===== src/rtl/uart_pkg.sv =====
// Shared UART definitions: transmitter states and line-level constants.
package uart_pkg;

    localparam int   DataBits   = 8;
    localparam logic IdleLevel  = 1'b1;
    localparam logic StartLevel = 1'b0;

    typedef enum logic [2:0] {
        IDLE,
        FETCH,
        LATCH,
        START,
        DATA,
        PARITY,
        STOP
    } tx_state_e;

endpackage


===== src/rtl/fifo_uart_tx_if.sv =====
// Handshake between the byte FIFO read side and the UART transmitter.
// master = transmitter (issues pops), slave = FIFO (supplies bytes).
interface fifo_uart_tx_if;

    logic [7:0] fByte;
    logic       fEmpty;
    logic       fPop;

    modport master (input fByte, input fEmpty, output fPop);
    modport slave  (output fByte, output fEmpty, input fPop);

endinterface


===== src/rtl/uart_bit_timer.sv =====
// Bit-period timer: counts ClocksPerBit clocks per bit and ticks on the last one.
// Shared with the future receiver.
module uart_bit_timer #(
    parameter int ClocksPerBit = 16
) (
    input  logic clock,
    input  logic reset,
    input  logic i_restart,
    output logic o_bit_done
);

    localparam int              CntW    = $clog2(ClocksPerBit);
    localparam logic [CntW-1:0] LastCnt = CntW'(ClocksPerBit - 1);

    logic [CntW-1:0] r_cnt;

    // Clock counter: cleared on restart, wraps to zero at the bit boundary.
    always_ff @(posedge clock or negedge reset) begin
        if (!reset) begin
            r_cnt <= '0;
        end else if (i_restart || (r_cnt == LastCnt)) begin
            r_cnt <= '0;
        end else begin
            r_cnt <= r_cnt + 1'b1;
        end
    end

    assign o_bit_done = (r_cnt == LastCnt) && !i_restart;

endmodule


===== src/rtl/fifo_uart_tx.sv =====
// FIFO-fed UART transmitter: pops one byte, frames it (start, 8 data LSB first,
// optional parity, 1 or 2 stop bits) and shifts it out on txLine.
module fifo_uart_tx
    import uart_pkg::*;
#(
    parameter int ClocksPerBit = 16,
    parameter int ParityEnable = 0,
    parameter int ParityOdd    = 0,
    parameter int StopBits     = 1
) (
    input  logic           clock,
    input  logic           reset,
    input  logic           enable,
    fifo_uart_tx_if.master fifo,
    output logic           txLine,
    output logic           txBusy
);

    localparam logic       ParityInv = (ParityOdd != 0);
    localparam logic [2:0] LastData  = 3'(DataBits - 1);
    localparam logic [2:0] LastStop  = 3'(StopBits - 1);

    tx_state_e  r_state, w_state_n;
    logic       r_pop, w_pop_n;
    logic       r_line, w_line_n;
    logic       r_busy;
    logic [7:0] r_shift, w_shift_n;
    logic [2:0] r_idx, w_idx_n;
    logic       w_bit_done;
    logic       w_restart;
    logic       w_pop_cond;

    // Hold the bit timer cleared until the start bit begins.
    assign w_restart = (r_state == IDLE) || (r_state == FETCH) || (r_state == LATCH);

    uart_bit_timer #(
        .ClocksPerBit (ClocksPerBit)
    ) u_bit_timer (
        .clock      (clock),
        .reset      (reset),
        .i_restart  (w_restart),
        .o_bit_done (w_bit_done)
    );

    // Next-state and next-output decode for the frame sequencer.
    always_comb begin
        // NOTE: every variable gets a default before the case so no latch is inferred.
        w_state_n  = r_state;
        w_pop_n    = 1'b0;
        w_line_n   = r_line;
        w_shift_n  = r_shift;
        w_idx_n    = r_idx;
        w_pop_cond = enable && !fifo.fEmpty;

        case (r_state)
            IDLE: begin
                w_line_n = IdleLevel;
                if (w_pop_cond) begin
                    w_pop_n   = 1'b1;
                    w_state_n = FETCH;
                end
            end
            // FIFO samples the pop on this edge; its byte is valid next cycle.
            FETCH: w_state_n = LATCH;
            LATCH: begin
                w_shift_n = fifo.fByte;
                w_line_n  = StartLevel;
                w_state_n = START;
            end
            START: begin
                if (w_bit_done) begin
                    w_state_n = DATA;
                    w_line_n  = r_shift[0];
                    w_idx_n   = '0;
                end
            end
            DATA: begin
                if (w_bit_done) begin
                    if (r_idx == LastData) begin
                        w_idx_n = '0;
                        if (ParityEnable != 0) begin
                            w_state_n = PARITY;
                            w_line_n  = (^r_shift) ^ ParityInv;
                        end else begin
                            w_state_n = STOP;
                            w_line_n  = IdleLevel;
                        end
                    end else begin
                        w_idx_n  = r_idx + 3'd1;
                        w_line_n = r_shift[r_idx + 3'd1];
                    end
                end
            end
            PARITY: begin
                if (w_bit_done) begin
                    w_state_n = STOP;
                    w_line_n  = IdleLevel;
                    w_idx_n   = '0;
                end
            end
            STOP: begin
                if (w_bit_done) begin
                    if (r_idx == LastStop) begin
                        // Last stop edge doubles as the pop edge for back-to-back frames.
                        if (w_pop_cond) begin
                            w_pop_n   = 1'b1;
                            w_state_n = FETCH;
                        end else begin
                            w_state_n = IDLE;
                        end
                    end else begin
                        w_idx_n = r_idx + 3'd1;
                    end
                end
            end
            default: w_state_n = IDLE;
        endcase
    end

    // State and output registers; reset forces an idle line immediately.
    always_ff @(posedge clock or negedge reset) begin
        if (!reset) begin
            r_state <= IDLE;
            r_pop   <= 1'b0;
            r_line  <= IdleLevel;
            r_busy  <= 1'b0;
            r_shift <= '0;
            r_idx   <= '0;
        end else begin
            // NOTE: non-blocking so every register updates from pre-edge values.
            r_state <= w_state_n;
            r_pop   <= w_pop_n;
            r_line  <= w_line_n;
            r_busy  <= (w_state_n != IDLE);
            r_shift <= w_shift_n;
            r_idx   <= w_idx_n;
        end
    end

    assign fifo.fPop = r_pop;
    assign txLine    = r_line;
    assign txBusy    = r_busy;

endmodule


===== src/flat_wrapper.sv =====
// flat-port wrapper written by rule: the top's interface ports become plain ports
module fifo_uart_tx_flat import uart_pkg::*;
#(
    parameter int ClocksPerBit = 16,
    parameter int ParityEnable = 0,
    parameter int ParityOdd    = 0,
    parameter int StopBits     = 1
)
  (clock, reset, enable, txLine, txBusy, fifo_fByte, fifo_fEmpty, fifo_fPop);
  fifo_uart_tx_if fifo_i ();
  input  logic clock;
  input  logic reset;
  input  logic enable;
  output logic txLine;
  output logic txBusy;
  input wire logic [$bits(fifo_i.fByte)-1:0] fifo_fByte;
  input wire logic [$bits(fifo_i.fEmpty)-1:0] fifo_fEmpty;
  output wire logic [$bits(fifo_i.fPop)-1:0] fifo_fPop;
  assign fifo_i.fByte = fifo_fByte;
  assign fifo_i.fEmpty = fifo_fEmpty;
  assign fifo_fPop = fifo_i.fPop;
  fifo_uart_tx #(.ClocksPerBit(ClocksPerBit), .ParityEnable(ParityEnable), .ParityOdd(ParityOdd), .StopBits(StopBits)) u_core (.clock(clock), .reset(reset), .enable(enable), .fifo(fifo_i), .txLine(txLine), .txBusy(txBusy));
endmodule

===== config.mk =====
export PLATFORM = sky130hd
export DESIGN_NAME = fifo_uart_tx_flat
export DESIGN_NICKNAME = d
export VERILOG_FILES = /design/src/rtl/uart_pkg.sv /design/src/rtl/fifo_uart_tx_if.sv /design/src/rtl/uart_bit_timer.sv /design/src/rtl/fifo_uart_tx.sv /design/src/flat_wrapper.sv
export SDC_FILE = /design/constraint.sdc
export NUM_CORES = 1
export LEC_CHECK = 0
export CAP_MARGIN = 20
export CORE_ASPECT_RATIO = 0.7
export CORE_UTILIZATION = 60
export CTS_BUF_LIST = sky130_fd_sc_hd__clkbuf_8
export CTS_CLUSTER_DIAMETER = 80
export DETAILED_ROUTE_END_ITERATION = 10
export GPL_ROUTABILITY_DRIVEN = 0
export PLACE_DENSITY = 0.89
export SKIP_LAST_GASP = 1
export SLEW_MARGIN = 20
export SYNTH_ARGS = -nofsm -noshare
export SYNTH_HDL_FRONTEND = slang
export SYNTH_HIERARCHICAL = 1
export SYNTH_SLANG_ARGS = --single-unit

===== constraint.sdc =====
create_clock -name clock -period 4.5 [get_ports clock]
set_clock_uncertainty 0.15 [all_clocks]
set_input_delay 0.9 -clock clock [delete_from_list [all_inputs] [get_ports clock]]
set_output_delay 0.9 -clock clock [all_outputs]
set_load 0.01 [all_outputs]

After elaboration in Yosys (flattened, before gate mapping)
Cells that the tools add are included.
{"block": "classes", "n_reduce_logical": 15, "muxes": 27, "n_eq_ne": 14, "magnitude_cmp": 1, "addsub": 2}
{"cell": "2-to-1 mux 3 bit", "n": 12}
{"cell": "case mux 3 bit (7 select lines)", "n": 1}
{"cell": "equality test 3 bit (second input constant)", "n": 4}
{"cell": "inequality test 2 bit (second input constant)", "n": 5}
{"cell": "2-to-1 mux 1 bit", "n": 9}
{"cell": "case mux 3 bit (3 select lines)", "n": 1}
{"cell": "equality test 3 x 2 -> 1 bit (second input constant)", "n": 2}
{"cell": "logical NOT 3 bit", "n": 2}
{"cell": "nonzero test 3 bit", "n": 2}
{"cell": "case mux 1 bit (5 select lines)", "n": 1}
{"cell": "AND reduction 5 bit", "n": 1}
{"cell": "nonzero test 5 bit", "n": 1}
{"cell": "adder 4 x 1 -> 4 bit (second input constant)", "n": 1}
{"cell": "equality test 4 bit (second input constant)", "n": 1}
{"cell": "< comparator 3 x 4 -> 1 bit (second input constant)", "n": 1}
{"cell": "2-to-1 mux 4 bit", "n": 1}
{"cell": "AND reduction 4 bit", "n": 1}
{"cell": "adder 3 x 1 -> 3 bit (second input constant)", "n": 1}
{"cell": "binary-select mux 1 bit (select 3 bit)", "n": 1}
{"cell": "equality test 3 x 1 -> 1 bit (second input constant)", "n": 1}
{"cell": "logical OR 1 bit", "n": 3}
{"cell": "logical AND 1 bit", "n": 2}
{"cell": "logical NOT 1 bit", "n": 2}
{"cell": "inequality test 2 x 1 -> 1 bit (second input constant)", "n": 1}
{"cell": "other kinds (2)", "n": 2}
{"block": "word_totals", "wordCells": 66, "reg_bits": 21, "in_bits": 12}

Logic depth before layout (Yosys ltp)
{"block": "logic_depth", "ltp_word": 8, "depth_mapped": 8, "depth_no_buf": 7}

Hierarchy
The synthesis kept the hierarchy.
{"mod": "fifo_uart_tx", "seq_area_each_um2": 426.7, "cells_per_inst": 97, "area_per_inst_um2": 996.0, "instances": 1}
{"mod": "uart_bit_timer", "seq_area_each_um2": 100.1, "cells_per_inst": 15, "area_per_inst_um2": 175.2, "instances": 1}

Worst setup path before layout
Ideal clock, no wire load.
{"block": "synth_path", "kind": "register -> register", "start": "reg u_core.r_state[0]", "end": "reg u_core.r_line (netlist: u_core/txLine)", "n_path_buf": 2, "path_stages_with_launch": 9, "path_slack_ps": 2344, "arrival_ps": 1919, "period_less_slack_ps": 2156, "setup_time_ps": 86, "path_cell_list": "dfrtp_1 > buf_2 > buf_1 > a21oi_1 > nor2_1 > inv_1 > o21ai_0 > a32oi_1 > o41a_1"}
{"block": "synth_between", "elab_chain_len": 7, "elab_cells_between_ends": 16}
{"element": "from (decl)", "line": "fifo_uart_tx.sv:23", "source": "tx_state_e r_state, w_state_n;"}
{"element": "from (signal assigned)", "line": "fifo_uart_tx.sv:131", "source": "r_state <= w_state_n;"}
{"element": "equality test 3 x 1 -> 1 bit or logical NOT 3 bit (tied branches)", "line": "fifo_uart_tx.sv:34", "source": "assign w_restart = (r_state == IDLE) || (r_state == FETCH) || (r_state == LATCH);"}
{"element": "logical OR 1 bit", "line": "fifo_uart_tx.sv:34"}
{"element": "logical OR 1 bit *", "line": "fifo_uart_tx.sv:34"}
{"element": "net u_core.w_restart", "line": "fifo_uart_tx.sv:30", "source": "logic w_restart;"}
{"element": "logical NOT 1 bit *", "line": "uart_bit_timer.sv:28", "source": "assign o_bit_done = (r_cnt == LastCnt) && !i_restart;"}
{"element": "logical AND 1 bit *", "line": "uart_bit_timer.sv:28"}
{"element": "net u_core.w_bit_done", "line": "fifo_uart_tx.sv:29", "source": "logic w_bit_done;"}
{"element": "inequality test 2 bit (no source line)"}
{"element": "AND reduction 4 bit (no source line) *"}
{"element": "to (signal assigned)", "line": "fifo_uart_tx.sv:125", "source": "r_line <= IdleLevel;"}
{"element": "to (signal assigned)", "line": "fifo_uart_tx.sv:133", "source": "r_line <= w_line_n;"}
{"element": "to (decl)", "line": "fifo_uart_tx.sv:25", "source": "logic r_line, w_line_n;"}
The timed path passes the listed nets; every way through them passes the cells marked *.
A chain may end at the register's enable or synchronous reset.

Worst setup path in the final report
Same ends and word-level chain as after synthesis.

==> flow_metrics.tcl <==
set metrics [dict create \
    grt_overflow 0 \
    start_util 0.690 \
    cts_resized 0 \
    die_area_um2 2140 \
    cts_max_level 1 \
    status "finished clean" \
    hpwl_um 1650 \
    slew_viol_final 0 \
    fillers 111 \
    async_flop_share 1.00 \
    mostFrequentLayoutCell "dfrtp_1" \
    mostFrequentLayoutCells "20 x dfrtp_1, 14 x clkdlybuf4s50_1, 10 x mux2_2" \
    hold_violations 0 \
    final_cells 145 \
    netlist_instances 112 \
    grt_pass1_wl_um 3910 \
    multi_input_area_um2 589 \
    synth-edff-count 0 \
    ant_nets 0 \
    critPathLaunchType "flop" \
    grt_pass1_vias 811 \
    cp_data_required_time_ps 4530 \
    antenna_found_initial 0 \
    clkLatencyLatePin_ps 260 \
    hp-start "u_core/u_bit_timer/r_cnt[0]" \
    period_share 0.531 \
    rows 12 \
    leakage_nw 0.578 \
    p_per_area_nw_per_um2 248 \
    fin_setup_tns_ps 0 \
    tightestPinTransition_ps 903 \
    syn-cell-area_um2 1170 \
    drv_cap 0 \
    crit_path_end_kind "flop" \
    dr.pass1.iters 4 \
    insertedDiodeCount 0 \
    crit_start "u_core/r_state[0]" \
    synthDistinctLibCells 37 \
    clockBufferDepth 2 \
    hold_path_class "flop to flop" \
    rsz0062_at_grt "no" \
    yosysSeqAreaShare 0.450 \
    wl_um 2430 \
    clock-root-buffer "clkbuf_8" \
    finalWorstSetupSlack_ps 2110 \
    wl_per_cell_um 16.7 \
    post_cts_buffers 0 \
    syn2layout_area_growth_pct 15.3 \
    avgSynthCellArea_um2 10.5 \
    grt_max_degree 22 \
    ys_warn_count 6 \
    initialDrtViolationCount 51 \
    ys_dominant_reg_cell "dfrtp_1" \
    core_um2 1700 \
    routed_via_density 6.29 \
    period_minus_slack_ps 2390 \
    utilization 0.796 \
    via_count 912 \
    dp_worst_setup_slack_ps 2220 \
    nets 141 \
    drc 0 \
    syn_nets 128 \
    slew_headroom 0.396 \
    fmax_ghz 0.419 \
    finalSetupViolations 0 \
    synth-seq-cells 21 \
    port_buffers 14 \
    cts_hold_buf 0 \
    r2r_start "u_core/r_state[0]" \
    cp.arrival_ps 2420 \
    die_width_um 54.8 \
    cts_sinks 21 \
    layout-drive-gt1-share 0.129 \
    cts_tree "done" \
    placedCellCount 141 \
    cp_max_fo 20 \
    numCtsBuffers 3 \
    grtUsageTotal 0.287 \
    path_clk_slew_ps 70 \
    die_y_um 39.0 \
    crit_type "flop to flop" \
    seqCellArea_um2 527 \
    irDropWorstVdd_mv 0.269 \
    io_pins 15 \
]
## cells in the mapped netlist, drive strengths merged (2+ instances only)
cell	count	area share
buf	5	0.025
a21oi	5	0.021
a32oi	2	0.015
o21ai	7	0.030
nor2	6	0.021
nand2	4	0.013
nor2b	6	0.032
nand3	2	0.0085
nor3	2	0.0085
inv	6	0.019
nor3b	2	0.013
a31oi	5	0.027
nand2b	4	0.021
mux2	11	0.11
mux2i	5	0.043
ha	4	0.043
o22ai	2	0.011
dfrtp	20	0.43
## power by group
part / switching [mW] / internal (mW) / leakage (nW)
Clock: 0.0585 / 0.0608 / 0.0269
Combinational: 0.00775 / 0.0133 / 0.313
Sequential: 0.00227 / 0.192 / 0.238
## state kept, by name (all words and copies together) (netlist names)
signal,cells
u_core/txLine,1
u_core/r_shift,8
u_core/fifo.fPop,1
u_core/u_bit_timer/r_cnt,4
u_core/r_idx,3
u_core/r_state,3
u_core/txBusy,1
## through the flow
| step | power [mW] | hold WS, ps | instance area, um^2 |
|---|---|---|---|
| 2_1_floorplan | 0.204 | 302 | 1170 |
| 3_3_place_gp | 0.218 | 319 | 1310 |
| 3_5_place_dp | 0.219 | 329 | 1310 |
| 4_1_cts | 0.339 | 353 | 1350 |
| 5_1_grt | 0.348 | 369 | 1350 |
| 6_report | 0.335 | 358 | 1350 |
## cell families after synthesis
kind of cell	after synthesis	share of synthesized area
compound gates	29	0.166
buf+inv	12	0.0470
simple gates	29	0.136
flops	21	0.450
xor+xnor	1	0.00748
mux	16	0.152
fa+ha+maj	4	0.0427
## metal layers
metal / vias to the layer above / routed length [um] / GRT usage
met5: - / 0 / 0
met4: 0 / 51 / 0.122
met3: 6 / 223 / 0.122
met2: 52 / 1120 / 0.413
met1: 423 / 1030 / 0.374
li1: 431 / - / -
## critical path, cell delays in order, from the launching register on
cell and delay (ps):
dfrtp_1 700, a21oi_1 220, nor2_1 360, inv_1 150, o21ai_0 190, a32oi_1 90
o41a_1 440
## path summary, 6_finish.rpt
kind                                               end  slack (ps)  cells past startpoint
min in group asynchronous              u_core/r_idx[0]        1000                      1
min                        u_core/u_bit_timer/r_cnt[0]         360                      1
min reg2reg                u_core/u_bit_timer/r_cnt[0]         360                      1
max in group asynchronous  u_core/u_bit_timer/r_cnt[1]        2650                      1
max                                      u_core/txLine        2110                      6
max reg2reg                              u_core/txLine        2110                      6
## layout make-up
class	instances	area share
Clock buffer	3	0.0306
Multi-Input combinational cell	79	0.437
Sequential cell	21	0.390
Clock inverter	1	0.00278
Inverter	6	0.0167
Timing Repair Buffer	14	0.104
Tap cell	21	0.0195
(Power assumes the default switching activity.)
